## config.mk

```make
export PLATFORM = sky130hd
export DESIGN_NAME = serial_adder_flat
export DESIGN_NICKNAME = d
export VERILOG_FILES = /design/src/rtl/serial_adder_pkg.sv /design/src/rtl/serial_adder_if.sv /design/src/rtl/serial_adder_full_adder.sv /design/src/rtl/serial_adder.sv /design/src/flat_wrapper.sv
export SDC_FILE = /design/constraint.sdc
export NUM_CORES = 1
export LEC_CHECK = 0
export BUFFER_PORTS_ARGS = -buffer_cell sky130_fd_sc_hd__buf_2
export CAP_MARGIN = 20
export CORE_UTILIZATION = 57
export DETAILED_ROUTE_END_ITERATION = 16
export GPL_ROUTABILITY_DRIVEN = 0
export PLACE_DENSITY_LB_ADDON = 0.15
export SLEW_MARGIN = 0
export SYNTH_ARGS = -nofsm -noshare
export SYNTH_HDL_FRONTEND = slang
export SYNTH_HIERARCHICAL = 1
export SYNTH_SLANG_ARGS = --single-unit
export TNS_END_PERCENT = 20
```

## constraint.sdc

```tcl
create_clock -name i_clk -period 2.35 [get_ports i_clk]
set_clock_uncertainty 0.2 [all_clocks]
set_input_delay 0.1175 -clock i_clk [delete_from_list [all_inputs] [get_ports i_clk]]
set_output_delay 0.1175 -clock i_clk [all_outputs]
set_load 0.01 [all_outputs]
```

## src/rtl/serial_adder_pkg.sv

```systemverilog
// Shared definitions for the bit-serial adder: FSM state encoding and counter sizing.
// No logic of its own; imported by the interface and the top.
// Counter width helper keeps a 1-bit minimum so WIDTH=2 still gets a real register.
package serial_adder_pkg;

  // Default operand width for the lab build
  localparam int DEF_WIDTH = 8;

  // Controller states; encodings are fixed so debug probes can decode them
  typedef enum logic [1:0] {
    S_IDLE  = 2'd0,
    S_SHIFT = 2'd1,
    S_DONE  = 2'd2
  } state_t;

  // Bits needed to count 0..width-1 bit positions
  function automatic int cnt_width(input int width);
    return (width > 2) ? $clog2(width) : 1;
  endfunction

endpackage

```

## src/rtl/serial_adder_if.sv

```systemverilog
// Request/result bundle between the stimulus logic (master) and the serial adder (slave).
// Pure wiring, no latency.
// No backpressure: start is a request that is ignored while the adder is busy.
interface serial_adder_if
  import serial_adder_pkg::*;
#(
  parameter int WIDTH = DEF_WIDTH
);

  logic             start;
  logic [WIDTH-1:0] a;
  logic [WIDTH-1:0] b;
  logic             cin;
  logic             busy;
  logic             done;
  logic [WIDTH-1:0] sum;
  logic             cout;

  modport master (
    output start, a, b, cin,
    input  busy, done, sum, cout
  );

  modport slave (
    input  start, a, b, cin,
    output busy, done, sum, cout
  );

endinterface

```

## src/rtl/serial_adder_full_adder.sv

```systemverilog
// Single-bit full adder cell used as the datapath of the serial adder.
// Purely combinational, zero latency.
// No flow control.
module full_adder (
  input  logic i_a,
  input  logic i_b,
  input  logic i_c,
  output logic o_sum,
  output logic o_cout
);

  logic w_axb;

  assign w_axb  = i_a ^ i_b;
  assign o_sum  = w_axb ^ i_c;
  assign o_cout = (i_a & i_b) | (i_c & w_axb);

endmodule

```

## src/rtl/serial_adder.sv

```systemverilog
// Bit-serial WIDTH-bit adder: one full_adder cell, LSB first, registered carry.
// Latency: start accepted at edge k, busy for WIDTH cycles, done pulses in the cycle after.
// start is only accepted in IDLE or DONE; requests while busy are dropped, not queued.
module serial_adder
  import serial_adder_pkg::*;
#(
  parameter int WIDTH = DEF_WIDTH
) (
  input  logic           i_clk,
  input  logic           i_rst,
  serial_adder_if.slave  io_bus
);

  localparam int CNT_W = cnt_width(WIDTH);
  localparam logic [CNT_W-1:0] CNT_LAST = CNT_W'(WIDTH - 1);

  state_t r_state;
  state_t w_state_nxt;

  logic [WIDTH-1:0] r_opa;
  logic [WIDTH-1:0] r_opb;
  logic [WIDTH-1:0] r_res;
  logic             r_carry;
  logic [CNT_W-1:0] r_cnt;
  logic [WIDTH-1:0] r_sum;
  logic             r_cout;

  logic             w_load;
  logic             w_shift;
  logic             w_last;
  logic             w_s;
  logic             w_c;
  logic [WIDTH-1:0] w_res_nxt;

  // The one adder cell always looks at the current LSBs and the carry flop
  full_adder u_fa (
    .i_a    (r_opa[0]),
    .i_b    (r_opb[0]),
    .i_c    (r_carry),
    .o_sum  (w_s),
    .o_cout (w_c)
  );

  // New sum bit enters at the MSB so after WIDTH shifts bit 0 sits at the LSB
  assign w_res_nxt = {w_s, r_res[WIDTH-1:1]};

  // State register; reset aborts any addition in flight
  always_ff @(posedge i_clk) begin
    if (i_rst) begin
      r_state <= S_IDLE;
    end else begin
      r_state <= w_state_nxt;
    end
  end

  // Next-state and datapath control decode
  always_comb begin
    w_state_nxt = r_state;
    w_load      = 1'b0;
    w_shift     = 1'b0;
    w_last      = 1'b0;
    case (r_state)
      S_IDLE: begin
        if (io_bus.start) begin
          w_load      = 1'b1;
          w_state_nxt = S_SHIFT;
        end
      end
      S_SHIFT: begin
        // start is deliberately not looked at here
        w_shift = 1'b1;
        if (r_cnt == CNT_LAST) begin
          w_last      = 1'b1;
          w_state_nxt = S_DONE;
        end
      end
      S_DONE: begin
        // A request in the done cycle reloads directly without an idle bubble
        if (io_bus.start) begin
          w_load      = 1'b1;
          w_state_nxt = S_SHIFT;
        end else begin
          w_state_nxt = S_IDLE;
        end
      end
      default: begin
        w_state_nxt = S_IDLE;
      end
    endcase
  end

  // Operand, carry, counter and partial-result shift registers
  always_ff @(posedge i_clk) begin
    if (i_rst) begin
      r_opa   <= '0;
      r_opb   <= '0;
      r_res   <= '0;
      r_carry <= 1'b0;
      r_cnt   <= '0;
    end else if (w_load) begin
      r_opa   <= io_bus.a;
      r_opb   <= io_bus.b;
      r_res   <= '0;
      r_carry <= io_bus.cin;
      r_cnt   <= '0;
    end else if (w_shift) begin
      r_opa   <= r_opa >> 1;
      r_opb   <= r_opb >> 1;
      r_res   <= w_res_nxt;
      r_carry <= w_c;
      r_cnt   <= r_cnt + 1'b1;
    end
  end

  // Result registers change only when the last bit is produced, so sum/cout
  // keep showing the previous answer for the whole of the next addition
  always_ff @(posedge i_clk) begin
    if (i_rst) begin
      r_sum  <= '0;
      r_cout <= 1'b0;
    end else if (w_last) begin
      r_sum  <= w_res_nxt;
      r_cout <= w_c;
    end
  end

  // busy and done are state decodes, so they can never overlap
  assign io_bus.busy = (r_state == S_SHIFT);
  assign io_bus.done = (r_state == S_DONE);
  assign io_bus.sum  = r_sum;
  assign io_bus.cout = r_cout;

endmodule

```

## src/flat_wrapper.sv

```systemverilog
// flat-port wrapper written by rule: the top's interface ports become plain ports
module serial_adder_flat import serial_adder_pkg::*;
#(
  parameter int WIDTH = DEF_WIDTH
)
  (i_clk, i_rst, io_bus_start, io_bus_a, io_bus_b, io_bus_cin, io_bus_busy, io_bus_done, io_bus_sum, io_bus_cout);
  serial_adder_if #(.WIDTH(WIDTH)) io_bus_i ();
  input  logic i_clk;
  input  logic i_rst;
  input wire logic [$bits(io_bus_i.start)-1:0] io_bus_start;
  input wire logic [$bits(io_bus_i.a)-1:0] io_bus_a;
  input wire logic [$bits(io_bus_i.b)-1:0] io_bus_b;
  input wire logic [$bits(io_bus_i.cin)-1:0] io_bus_cin;
  output wire logic [$bits(io_bus_i.busy)-1:0] io_bus_busy;
  output wire logic [$bits(io_bus_i.done)-1:0] io_bus_done;
  output wire logic [$bits(io_bus_i.sum)-1:0] io_bus_sum;
  output wire logic [$bits(io_bus_i.cout)-1:0] io_bus_cout;
  assign io_bus_i.start = io_bus_start;
  assign io_bus_i.a = io_bus_a;
  assign io_bus_i.b = io_bus_b;
  assign io_bus_i.cin = io_bus_cin;
  assign io_bus_busy = io_bus_i.busy;
  assign io_bus_done = io_bus_i.done;
  assign io_bus_sum = io_bus_i.sum;
  assign io_bus_cout = io_bus_i.cout;
  serial_adder #(.WIDTH(WIDTH)) u_core (.i_clk(i_clk), .i_rst(i_rst), .io_bus(io_bus_i));
endmodule
```

After elaboration in Yosys (flattened, before gate mapping)
Cells that the tools add are included.
{ "op_classes": {"addsub": 1, "multipliers": 0, "div": 0, "magnitude_cmp": 0, "eq_ne": 5, "n_shift": 0, "muxes": 15, "bitwise_logic": 5, "n_reduce_logical": 5} }
{ "op_table": {"columns": ["operator", "count"], "rows": [
  ["2-to-1 mux 8 bit", 4],
  ["2-to-1 mux 1 bit", 8],
  ["case mux 2 bit (3 select lines)", 1],
  ["2-to-1 mux 2 bit", 2],
  ["OR reduction 2 bit", 2],
  ["adder 3 x 1 -> 3 bit (second input constant)", 1],
  ["== test 3 bit (second input constant)", 1],
  ["bitwise AND 1 bit", 2],
  ["== test 2 x 1 -> 1 bit (second input constant)", 1],
  ["== test 2 bit (second input constant)", 1],
  ["logical NOT 2 bit", 1],
  ["!= test 2 x 1 -> 1 bit (second input constant)", 1],
  ["!= test 2 bit (second input constant)", 1],
  ["AND reduction 2 bit", 1],
  ["nonzero test 2 bit", 1],
  ["bitwise XOR 1 bit", 2],
  ["OR 1 bit", 1]
]} }
{ "word_totals": {"reg_bits": 39, "latchBits": 0, "ram_bits": 0, "mem_bits_ro": 0, "out_inout_bits": 11, "word_cells": 39, "memories": 0} }

Logic depth before layout (Yosys ltp)
{ "depth": {"ltp_word": 5, "mapped_depth": 6, "depth_no_buf": 5} }

Hierarchy
Netlist, hierarchy kept.
{ "modules_own_cells": {"columns": ["module", "instances", "cells_each", "area_per_inst_um2"], "rows": [
  ["serial_adder", 1, 174, 1491.4],
  ["full_adder", 1, 1, 20.0]
]} }

Worst setup path after synthesis
OpenSTA, ideal clock, no wires.
{ "synth_path": {"path_kind": "register to register", "startpoint": "register u_core.r_cnt[0]", "endpoint": "register u_core.r_state[0]", "setup_time_ps": 128, "arrival_time_ps": 1067, "required_ps": 2022, "setup_slack_ps": 955, "path_stages_with_launch": 6, "synth_period_minus_slack_ps": 1395, "path_cell_list": "dfxtp_1 ha_1 ha_1 clkbuf_1 o21a_1 nor2_1"} }
{ "synth_via": {"elab_chain_cells": 3} }
{ "synth_lines": {"columns": ["element", "line", "text"], "rows": [
  ["from (decl)", "serial_adder.sv:24", "logic [CNT_W-1:0] r_cnt;"],
  ["from (signal assigned)", "serial_adder.sv:111", "r_cnt <= r_cnt + 1'b1;"],
  ["== test 3 bit", "serial_adder.sv:72", "if (r_cnt == CNT_LAST) begin"],
  ["!= test 2 x 1 -> 1 bit (no source line)", null, null],
  ["AND reduction 2 bit (no source line)", null, null],
  ["to (signal assigned)", "serial_adder.sv:52", "r_state <= w_state_nxt;"],
  ["to (decl)", "serial_adder.sv:17", "state_t r_state;"]
]} }
Every way passes these cells.
A chain may end at the register's enable or synchronous reset.

Final worst setup path
{ "layout_path": {"startpoint": "register u_core.r_state[0]", "endpoint": "output io_bus_busy"} }
{ "layout_via": {"elab_chain_cells": 1} }
{ "layout_lines": {"columns": ["element", "line", "text"], "rows": [
  ["== test 2 x 1 -> 1 bit", "serial_adder.sv:128", "assign io_bus.busy = (r_state == S_SHIFT);"],
  ["to (decl)", "flat_wrapper.sv:14", "output wire logic [$bits(io_bus_i.busy)-1:0] io_bus_busy;"]
]} }
Every way passes these cells.

==> qor.csv <==
metric,value,unit
status,"complete, no violations",
fin. max-slew vios,0,
initial cell density of the core,60.5,%
final setup vio count,0,
DR vias/cell,5.61,
post-synth top area share,50.3,%
total placed instance area,1620,µm²
worst-path maximum fanout,36,
Inserted Clock Buffers,5,
Post CTS Setup Buffer Count,0,
unrepaired setup endpoints after global routing,no,
Initial DRC Count,38,
site row count,18,
DR pass1 iterations,4,
leakage,0.743,nW
IO Pins,31,
"non-filler cells, final",249,
fin crit period,1870,ps
total number of vias,1397,
initial antenna violation count,0,
area of the mapped netlist,1510,µm²
Synth cell types,26,
die area,2860,µm²
CP Launch Type,register,
max-cap viol count,0,
clk root buf,clkbuf_4,
clk_lat worst skew,340,ps
share of cells above drive strength 1,19.2,%
Post-synth EDFFs,0,
Die Y,53.5,µm
Cells after DPL,224,
"Hold Vio Cnt, Final",0,
DIE WIDTH,53.5,µm
PortBufs,30,
maximum buffer depth of the clock tree,2,
Syn. warnings,6,
cell taking the most area after synthesis,dfxtp_1,
worst setup path class,register to output pin,
PostCTS Resize Cnt,0,
first-pass GRT wire length,5120,µm
Worst EP required,2030,ps
Final Cycle Share,79.6,%
CP Buf/Inv Count,2,
number of routed nets with antenna violations,0,
worst min-delay path category,primary input to register,
n_diodes,0,
drc violations,0,
crit-path cells,nand2b_1 -> inv_6 -> buf_2,
GR Overflow Total,0,
Cells after Synth,175,
DP Wirelength,1980,µm
Worst setup EP type,output pin,
Post-synth ARST share,0,%
Synth-to-Final Area Change,23.6,%
top post-synthesis cells by count,"dfxtp_1, nand2_1, a21oi_1",
CP peak stage delay,410,ps
Seq cells post-synth,38,
GRT Util Overall,25.7,%
final net count,241,
sequential-to-total area share from yosys stat,50.3,%
final wirelength,3230,µm
CP arrival,1550,ps
WL/cell,13.0,µm
Mean Syn Cell Area,8.64,µm²
Worst-path clk slew,110,ps
fin area,1870,µm²
Clock Sinks,38,
Synth Flop Type,dfxtp_1,
largest net degree at the start of global routing,37,
PD cells,690,nW/µm²
"Slowest-stage cell, CP",dfxtp_1,
FMAX,535,MHz
vias in the first global route,1233,
Setup TNS Final,0,ps
most instantiated library cell after synthesis,dfxtp_1,
"delay-heaviest family, CP",buffers and inverters,
H-tree Lvls,2,
VDD IR max,0.662,mV
Slew HR,66.4,%
top post-synthesis cells by area,"dfxtp_1, nand2_1, a21oi_1",
core area,2500,µm²
CTS Hold Bufs,17,
CTS tree,yes,
post-synthesis net count,198,
Slew @ Worst Pin,504,ps
-- worst register-to-register path, delay by kind of cell (launching register included) --
kind	cells	cell delay (ps)
flip-flops	1	410
AND/OR/NAND/NOR	2	390
buffers and inverters	1	330
AO/OA/AOI/OAI	1	260
-- per-layer routing --
metal | share of wire (%) | global-route usage, %
met5 | 0 | 0
met1 | 39 | 28.0
met2 | 54 | 44.0
met3 | 5.1 | 9.20
met4 | 2.2 | 11.4
-- state kept, by name, indices dropped and copies added, names as in the netlist --
register            count
u_core/io_bus.sum       8
u_core/r_opa            8
u_core/r_opb            8
u_core/r_res            7
u_core/r_cnt            3
u_core/r_state          2
u_core/io_bus.cout      1
u_core/r_carry          1
-- area by class of cell --
class / instances / area, µm²
inverters: 1 / 8.76
well taps: 30 / 37.5
multi-input cells: 122 / 641
flip-flops and latches: 38 / 761
fillers: 198 / 632
clock buffers: 5 / 37.5
clock inverters: 3 / 40.0
repair buffers: 50 / 343
-- power breakdown --
part | internal (W) | switching, W | total (W)
clock network | 0.000220 | 0.000212 | 0.000432
registers | 0.000675 | 0.0000193 | 0.000694
logic | 0.0000745 | 0.0000884 | 0.000163
-- kinds of logic (layout without fill, tap and decap cells) --
logic type | after synthesis | after routing | share of synthesized area, %
flops | 38 | 38 | 50.3
fa+ha+maj | 3 | 3 | 2.98
compound gates | 37 | 37 | 14.5
buf+inv | 15 | 59 | 7.28
mux | 1 | 1 | 0.662
simple gates | 80 | 80 | 23.7
xor+xnor | 1 | 1 | 0.580
-- per-stage QoR --
stage	worst slack [ps]	total power (W)	hold WS (ps)	utilization (%)
3_5_place_dp	724	0.000847	195	64.8
5_1_grt	375	0.00135	22.6	74.7
3_3_place_gp	802	0.000843	163	64.8
6_report	480	0.00129	18.9	74.7
2_1_floorplan	955	0.000823	53.5	-
4_1_cts	482	0.00130	7.79	74.7
-- layout by cell type, fill, tap and decap left out --
cell type	synthesis	routed
nand3b_1	1	1
a21oi_1	21	21
dfxtp_1	38	38
bufinv_16	0	1
nor2_1	7	7
and2b_1	1	1
o21a_1	1	1
buf_4	4	3
clkinv_2	0	2
buf_2	2	30
inv_6	1	1
or2b_1	1	1
o22ai_1	9	9
a22oi_1	2	2
nand3_1	12	12
mux2i_1	1	1
clkbuf_4	0	5
nor2b_1	1	1
xnor2_1	1	1
nand2_1	36	36
a311oi_1	4	4
dlygate4sd3_1	0	17
ha_1	2	2
nand2b_1	2	2
nor3_1	19	19
fa_1	1	1
-- final timing paths --
| path | startpoint | end | slack (ps) | cells past startpoint |
|---|---|---|---|---|
| max | u_core/r_state[0] | io_bus_busy | 480 | 3 |
| min | i_rst | u_core/r_state[1] | 20 | 2 |
| max reg2reg | u_core/r_state[0] | u_core/r_opa[4] | 680 | 4 |
| min reg2reg | u_core/io_bus.sum[3] | u_core/io_bus.sum[3] | 260 | 2 |
Note: power is estimated with default switching activity, not from simulation.
